## src/rtl/adder_sched.sv

```systemverilog
// rtl/adder_sched.sv - two-requester round-robin scheduler around a single byte-serial adder
// Operands are summed one byte per cycle, LSB first, through one 8-bit add slice.

module adder_sched #(
    parameter  int NBYTES = 4,
    localparam int W      = 8 * NBYTES
) (
    input  logic         clk,
    input  logic         rst_n,
    input  logic         req0_valid,
    output logic         req0_ready,
    input  logic [W-1:0] req0_a,
    input  logic [W-1:0] req0_b,
    input  logic         req0_cin,
    input  logic         req1_valid,
    output logic         req1_ready,
    input  logic [W-1:0] req1_a,
    input  logic [W-1:0] req1_b,
    input  logic         req1_cin,
    output logic         res_valid,
    input  logic         res_ready,
    output logic [W-1:0] res_sum,
    output logic         res_cout,
    output logic         res_id
);

    localparam int IDXW = (NBYTES > 1) ? $clog2(NBYTES) : 1;

    typedef enum logic [1:0] {
        S_IDLE,
        S_ADD,
        S_DONE
    } state_t;

    state_t          r_state;
    state_t          w_next;
    logic [IDXW-1:0] r_idx;
    logic [W-1:0]    r_a;
    logic [W-1:0]    r_b;
    logic [W-1:0]    r_sum;
    logic            r_carry;
    logic            r_id;
    logic            r_last_grant;

    logic            w_idle;
    logic            w_grant1;
    logic            w_accept;
    logic            w_last_byte;
    logic [IDXW+2:0] w_off;
    logic [8:0]      w_slice;

    // On a tie the requester that did not win last time is granted.
    assign w_idle      = (r_state == S_IDLE);
    assign w_grant1    = req1_valid && (!req0_valid || !r_last_grant);
    assign req0_ready  = rst_n && w_idle && req0_valid && !w_grant1;
    assign req1_ready  = rst_n && w_idle && w_grant1;
    assign w_accept    = req0_ready || req1_ready;

    assign w_last_byte = (r_idx == IDXW'(NBYTES - 1));
    assign w_off       = {r_idx, 3'b000};
    assign w_slice     = {1'b0, r_a[w_off +: 8]} + {1'b0, r_b[w_off +: 8]} + {8'b0, r_carry};

    always_ff @(posedge clk or negedge rst_n) begin
        if (!rst_n) begin
            r_state <= S_IDLE;
        end else begin
            r_state <= w_next;
        end
    end

    always_comb begin
        w_next = r_state;
        case (r_state)
            S_IDLE:  if (w_accept) w_next = S_ADD;
            S_ADD:   if (w_last_byte) w_next = S_DONE;
            S_DONE:  if (res_ready) w_next = S_IDLE;
            default: w_next = S_IDLE;
        endcase
    end

    always_ff @(posedge clk or negedge rst_n) begin
        if (!rst_n) begin
            r_idx        <= '0;
            r_a          <= '0;
            r_b          <= '0;
            r_sum        <= '0;
            r_carry      <= 1'b0;
            r_id         <= 1'b0;
            r_last_grant <= 1'b1;
        end else begin
            if (w_accept) begin
                r_a          <= w_grant1 ? req1_a : req0_a;
                r_b          <= w_grant1 ? req1_b : req0_b;
                r_carry      <= w_grant1 ? req1_cin : req0_cin;
                r_id         <= w_grant1;
                r_last_grant <= w_grant1;
                r_idx        <= '0;
            end else if (r_state == S_ADD) begin
                r_sum[w_off +: 8] <= w_slice[7:0];
                r_carry           <= w_slice[8];
                r_idx             <= r_idx + IDXW'(1);
            end
        end
    end

    assign res_valid = (r_state == S_DONE);
    assign res_sum   = r_sum;
    assign res_cout  = r_carry;
    assign res_id    = r_id;

endmodule

```

## config.mk

```make
export PLATFORM = sky130hd
export DESIGN_NAME = adder_sched
export DESIGN_NICKNAME = d
export VERILOG_FILES = /design/src/rtl/adder_sched.sv
export SDC_FILE = /design/constraint.sdc
export NUM_CORES = 1
export LEC_CHECK = 0
export CAP_MARGIN = 20
export CORE_ASPECT_RATIO = 0.75
export CORE_MARGIN = 1.5
export CORE_UTILIZATION = 46
export DETAILED_ROUTE_END_ITERATION = 8
export PLACE_DENSITY = 0.81
export RECOVER_POWER = 100
export SLEW_MARGIN = 20
export SYNTH_ARGS = -nofsm -noshare
export SYNTH_HDL_FRONTEND = slang
export SYNTH_SLANG_ARGS = --single-unit
```

## constraint.sdc

```tcl
create_clock -name clk -period 3.6 [get_ports clk]
set_clock_uncertainty 0.05 [all_clocks]
set_input_delay 0.72 -clock clk [delete_from_list [all_inputs] [get_ports clk]]
set_output_delay 0.72 -clock clk [all_outputs]
set_load 0.02 [all_outputs]
```

# After elaboration in Yosys (flattened, before gate mapping)

Cells that the tools add are included.

$add $sub $neg: 4
Equal/unequal tests: 6
Shifts and indexed selects: 4
Muxes and demuxes: 12
Bitwise gates (word level): 1
Reduce and logical (&&, ||, !) cells: 14

Operators by type and width:

| cell                                                                   | number |
|---|---|
| 32-bit two-way mux                                                     | 2 |
| 32-bit by 6-bit indexed part select with 8-bit output                  | 2 |
| 32-bit bitwise mux                                                     | 1 |
| 8-bit by 7-bit variable shift with 32-bit output, first input constant | 1 |
| 8-bit by 7-bit indexed part select with 32-bit output                  | 1 |
| 2-bit two-way mux                                                      | 5 |
| 8-bit by 8-bit adder with 9-bit output                                 | 1 |
| 9-bit by 1-bit adder with 9-bit output                                 | 1 |
| 5-bit negation with 7-bit output                                       | 1 |
| 2-bit one-hot mux with 3 select lines                                  | 1 |
| 1-bit logical AND                                                      | 5 |
| 2-bit equality test, second input constant                             | 2 |
| 2-bit by 1-bit != test with 1-bit output, second input constant        | 2 |
| 1-bit logical NOT                                                      | 3 |
| 1-bit two-way mux                                                      | 3 |
| 3-bit AND reduction                                                    | 1 |
| 2-bit by 1-bit adder with 2-bit output, second input constant          | 1 |
| 2-bit by 1-bit equality test with 1-bit output, second input constant  | 1 |
| 2-bit logical NOT                                                      | 1 |
| 1-bit logical OR                                                       | 2 |
| 2-bit != test, second input constant                                   | 1 |
| 2-bit AND reduction                                                    | 1 |
| 2-bit nonzero test                                                     | 1 |
| 1-bit NOT                                                              | 1 |

Register bits after elaboration: 103
Input bits: 135
Output and inout bits: 37
Logic and storage cells: 49

# Logic depth before layout (Yosys ltp)

Depth in word-level cells: 8
Depth in mapped cells: 10
Gate-level depth less buffers: 8

# Worst setup path before layout

No wires, ideal clock.

Kind: reg2reg
From: register r_idx[0]
To: register r_carry, in the netlist res_cout
Setup time: 0.126 ns
Arrival: 2.867 ns
Data required time: 3.424 ns
Slack: 0.557 ns
Cell stages (with the launch flop): 10
Buffers on the path: 1
Period minus slack after synthesis: 3.043 ns
Cells stage by stage: dfrtp_1 > buf_2 > mux4_2 > fa_1 > fa_1 > a21oi_1 > o22ai_1 > o21ai_0 > a21oi_1 > a311o_1

Word-level cells in the longest chain between the ends: 5
Elaborated cells between the ends (all ways): 6
Classes of those cells: add/sub: 2; shift: 2; mux: 2

RTL lines:

| element                                               | line | source |
|---|---|---|
| from (decl)                                           | 37   | `logic [IDXW-1:0] r_idx;` |
| from (signal assigned)                                | 101  | `r_idx <= r_idx + IDXW'(1);` |
| 32-bit by 6-bit indexed part select with 8-bit output | 61   | `assign w_slice = {1'b0, r_a[w_off +: 8]} + {1'b0, r_b[w_off +: 8]} + {8'b0, r_carry};` |
| 8-bit by 8-bit adder with 9-bit output *              | 61   |  |
| 9-bit by 1-bit adder with 9-bit output *              | 61   |  |
| 1-bit two-way mux *                                   | 98   | `end else if (r_state == S_ADD) begin` |
| 1-bit two-way mux *                                   | 91   | `if (w_accept) begin` |
| to (signal assigned)                                  | 94   | `r_carry <= w_grant1 ? req1_cin : req0_cin;` |
| to (signal assigned)                                  | 100  | `r_carry <= w_slice[8];` |
| to (decl)                                             | 41   | `logic r_carry;` |

Every way passes the cells marked *; elsewhere a longest branch is shown, timed or not. The select of a mux whose other input is x is not followed.
A chain may end at the register's enable or synchronous reset.

# Worst setup path after layout

From: register r_idx[1]
To: register r_sum[23], in the netlist res_sum[23]

Word-level cells in the longest chain between the ends: 5
Elaborated cells between the ends (all ways): 8
Classes of those cells: add/sub: 3; shift: 4; mux: 1

RTL lines:

| element                                               | line | source |
|---|---|---|
| 32-bit by 6-bit indexed part select with 8-bit output | 61   |  |
| 8-bit by 8-bit adder with 9-bit output                | 61   |  |
| 9-bit by 1-bit adder with 9-bit output                | 61   |  |
| 8-bit by 7-bit indexed part select with 32-bit output | 99   | `r_sum[w_off +: 8] <= w_slice[7:0];` |
| 32-bit bitwise mux *                                  | 99   |  |
| to (signal, indexed assignment)                       | 99   |  |
| to (decl)                                             | 40   | `logic [W-1:0] r_sum;` |

Every way passes the cells marked *; elsewhere a longest branch is shown, timed or not.

==> metrics.md <==
| Metric | Value |
|---|---|
| Worst-Margin Slew | `1.49 ns` |
| WP data arrival | `3.44 ns` |
| Die H | `95.4 um` |
| Clock buffer depth | `2` |
| Syn nets | `612` |
| Hold WC Path Type | `reg2reg` |
| Async SR Flop Fraction | `100%` |
| Req. time, crit path | `3.77 ns` |
| Critical Path End Type | `register` |
| Crit path from | `r_idx[1]` |
| Crit path cell chain | `clkbuf_1 > mux4_2 > ha_1 > a211oi_1 > o21ai_0 > and4b_1 > nor3_2 > o21ai_0` |
| Distinct cells, synth | `46` |
| Crit path kind | `reg2reg` |
| Sequential area share after synthesis | `49.2%` |
| Final cycle utilization of the critical path | `90.8%` |
| Sequential power share | `32.6%` |
| CTS clk-pin slew, worst paths | `0.07 ns` |
| Final Routed Wirelength | `13.0 mm` |
| Wirelength per Cell | `16.9 um` |
| Cell area after synthesis | `0.00524 sq mm` |
| Lkg Pwr | `3.30 nW` |
| Via density per instance | `5.46` |
| Worst vdd ir | `0.000472 V` |
| Detailed Route Iter0 Violations | `270` |
| Die width | `126 um` |
| Synth-to-layout area growth | `38.9%` |
| CP most frequent cell | `o21ai_0` |
| Clock buffer count from CTS | `9` |
| R2R cell count | `8` |
| Row Count | `33` |
| Total Power | `6.08 mW` |
| Diodes inserted | `0` |
| Pre-CTS setup slack | `0.447 ns` |
| Ports | `172` |
| Commonest non-fill, non-tap cell in the layout | `clkdlybuf4s50_1` |
| Worst path max stage delay | `0.61 ns` |
| GRT Total Usage | `22.1%` |
| Filler cell count | `868` |
| Critical path peak fanout | `10` |
| CTS tree | `done` |
| Global route overflow | `0` |
| Minimum clock period | `3.27 ns` |
| F_max | `306 MHz` |
| Hold Crit Start | `r_b[7]` |
| Max-cap viol count | `0` |
| Worst skew pair latency | `0.35 ns` |
| Post-cts resize count | `0` |
| Initial Utilization | `47.5%` |
| PnR worst setup slack | `0.330 ns` |
| Status | `completed` |
| Syn_area_per_cell | `11.3 sq um` |
| Core Region | `0.0110 sq mm` |
| Top FF cell, synth | `dfrtp_1` |
| CTS sink count | `103` |
| Placer Congestion | `0.788` |
| Via count | `4206` |
| Post-CTS setup buffers | `0` |
| Switching Share | `42.2%` |
| Synthesized flop and latch total | `103` |
| I/O Buffers | `171` |
| Worst Setup Start Kind | `register` |
| Vias in the first global route | `3978` |
| Top delay family on crit path | `compound AO/OA/AOI/OAI gates` |
| Final hold vios | `0` |
| Slowest-stage cell, CP | `dfrtp_1` |
| Util after Layout | `66.0%` |
| Register-to-register setup slack | `0.33 ns` |
| Final setup TNS | `0 ns` |
| Post-DP HPWL | `9.85 mm` |
| Largest net degree at the start of global routing | `133` |
| Setup violators final | `0` |
| Nets | `774` |
| Cells after synthesis | `463` |
| Post-synth EDFFs | `0` |
| DRC errors left | `0` |
| CP bufs+invs | `1` |
| H-tree levels | `3` |
| Hold Slack | `0.428 ns` |
| P_int | `3.52 mW` |
| Commonest non-fill, non-tap cells in the layout | `clkdlybuf4s50_1 (131), dfrtp_1 (102), nand2_1 (78)` |
| Pre-antenna DRT Iters | `4` |
| Logic gate share of total power | `51.7%` |
| Hold Path Sink | `r_b[7]` |
| Net Switching | `2.57 mW` |
| Worst Hold Depth | `2` |
| RSZ-0062 raised after global routing | `no` |
| CTS Hold Bufs | `0` |
| Slew Limit Fails | `0` |
| Share of cells above drive strength 1 | `6.98%` |
| Die area | `0.0120 sq mm` |
| R2r endpoint | `res_sum[23]` |
| First-pass GRT wire length | `20.3 mm` |
| Yosys warns | `0` |
| Power Density | `836 mW/mm^2` |
| R2R Path Start | `r_idx[1]` |
| Slew margin rel. | `0.657%` |
| Root buffer cell | `clkbuf_16` |
| Clock power frac | `15.7%` |
| Initial antenna violation count | `0` |
| Final ANT Viol Nets | `0` |
-- per-stage QoR --
step,instances,cell area (sq um)
2_1_floorplan,463,5240
3_3_place_gp,754,7050
3_5_place_dp,754,7050
4_1_cts,770,7340
5_1_grt,770,7280
6_report,770,7280
-- registers in the layout, indices dropped and copies added (netlist names) --
name,flops
r_a,32
r_b,32
r_idx,2
r_last_grant,1
r_state,2
res_cout,1
res_id,1
res_sum,32
-- synth_stat cells, types with 2 or more instances --
| cell | n | area [sq um] |
|---|---|---|
| a21oi_1 | 6 | 30.0 |
| a21o_1 | 2 | 15.0 |
| buf_4 | 2 | 15.0 |
| fa_1 | 2 | 40.0 |
| o21ai_0 | 7 | 35.0 |
| nor2_1 | 6 | 22.5 |
| inv_1 | 6 | 22.5 |
| or3_1 | 2 | 12.5 |
| nand2_2 | 2 | 12.5 |
| nand2b_1 | 2 | 12.5 |
| xnor2_1 | 4 | 35.0 |
| o21ai_1 | 73 | 365 |
| ha_1 | 12 | 150 |
| nor3_2 | 3 | 30.0 |
| buf_2 | 14 | 70.1 |
| a22o_1 | 24 | 210 |
| mux4_2 | 16 | 360 |
| nand3_1 | 2 | 10.0 |
| nand2_1 | 77 | 289 |
| dfrtp_1 | 102 | 2550 |
| mux2i_1 | 64 | 641 |
| buf_6 | 6 | 67.6 |
| o22ai_1 | 2 | 12.5 |
| clkbuf_1 | 5 | 18.8 |
-- metal layers --
layer | track usage, % | wire (um)
met1 | 29.7 | 5820
met2 | 37.2 | 6230
met3 | 4.83 | 828
met4 | 4.98 | 136
met5 | 0 | 0
-- power groups by stage --
| stage | registers [mW] | logic [mW] | clock network, mW |
|---|---|---|---|
| global placement | 1.96 | 3.15 | 0 |
| global route | 2.03 | 3.46 | 1.01 |
| CTS | 1.98 | 3.30 | 0.961 |
| finish | 1.98 | 3.15 | 0.955 |
| detailed placement | 1.99 | 3.28 | 0 |
| floorplan | 2.01 | 2.16 | 0 |
-- layout make-up --
class | count | area [sq um] | share of cell area [%]
inverters | 6 | 22.5 | 0.309
clock buffers | 11 | 253 | 3.47
repair buffers | 178 | 1770 | 24.3
clock inverters | 5 | 41.3 | 0.567
well taps | 140 | 175 | 2.41
multi-input cells | 327 | 2440 | 33.6
flip-flops and latches | 103 | 2580 | 35.4
-- worst min-delay path, cell delays in order, from the launching register on --
cell     delay, ns
dfrtp_1       0.34
nand2_1       0.04
o21ai_0       0.06
-- how the worst max path moves through the flow --
stage                              to  slack (ns)  cells past startpoint
after global placement     req1_ready        0.50                      4
after global routing      res_sum[23]        0.20                      8
after detailed placement   req1_ready        0.45                      4
after CTS                  req1_ready        0.46                      4
final                     res_sum[23]        0.33                      8
after floorplan              res_cout        0.56                      9
-- logic make-up (layout without fill, tap and decap cells) --
kind of cell,after synthesis,count (layout),share of synthesized area [%]
XOR/XNOR,5,5,0.835
adder cells (fa/ha/maj),14,14,3.63
multiplexers,80,80,19.1
AO/OA/AOI/OAI,123,123,14.2
buffers and inverters,33,200,3.70
AND/OR/NAND/NOR,105,105,9.38
flip-flops,103,103,49.2
(Power assumes the default switching activity.)
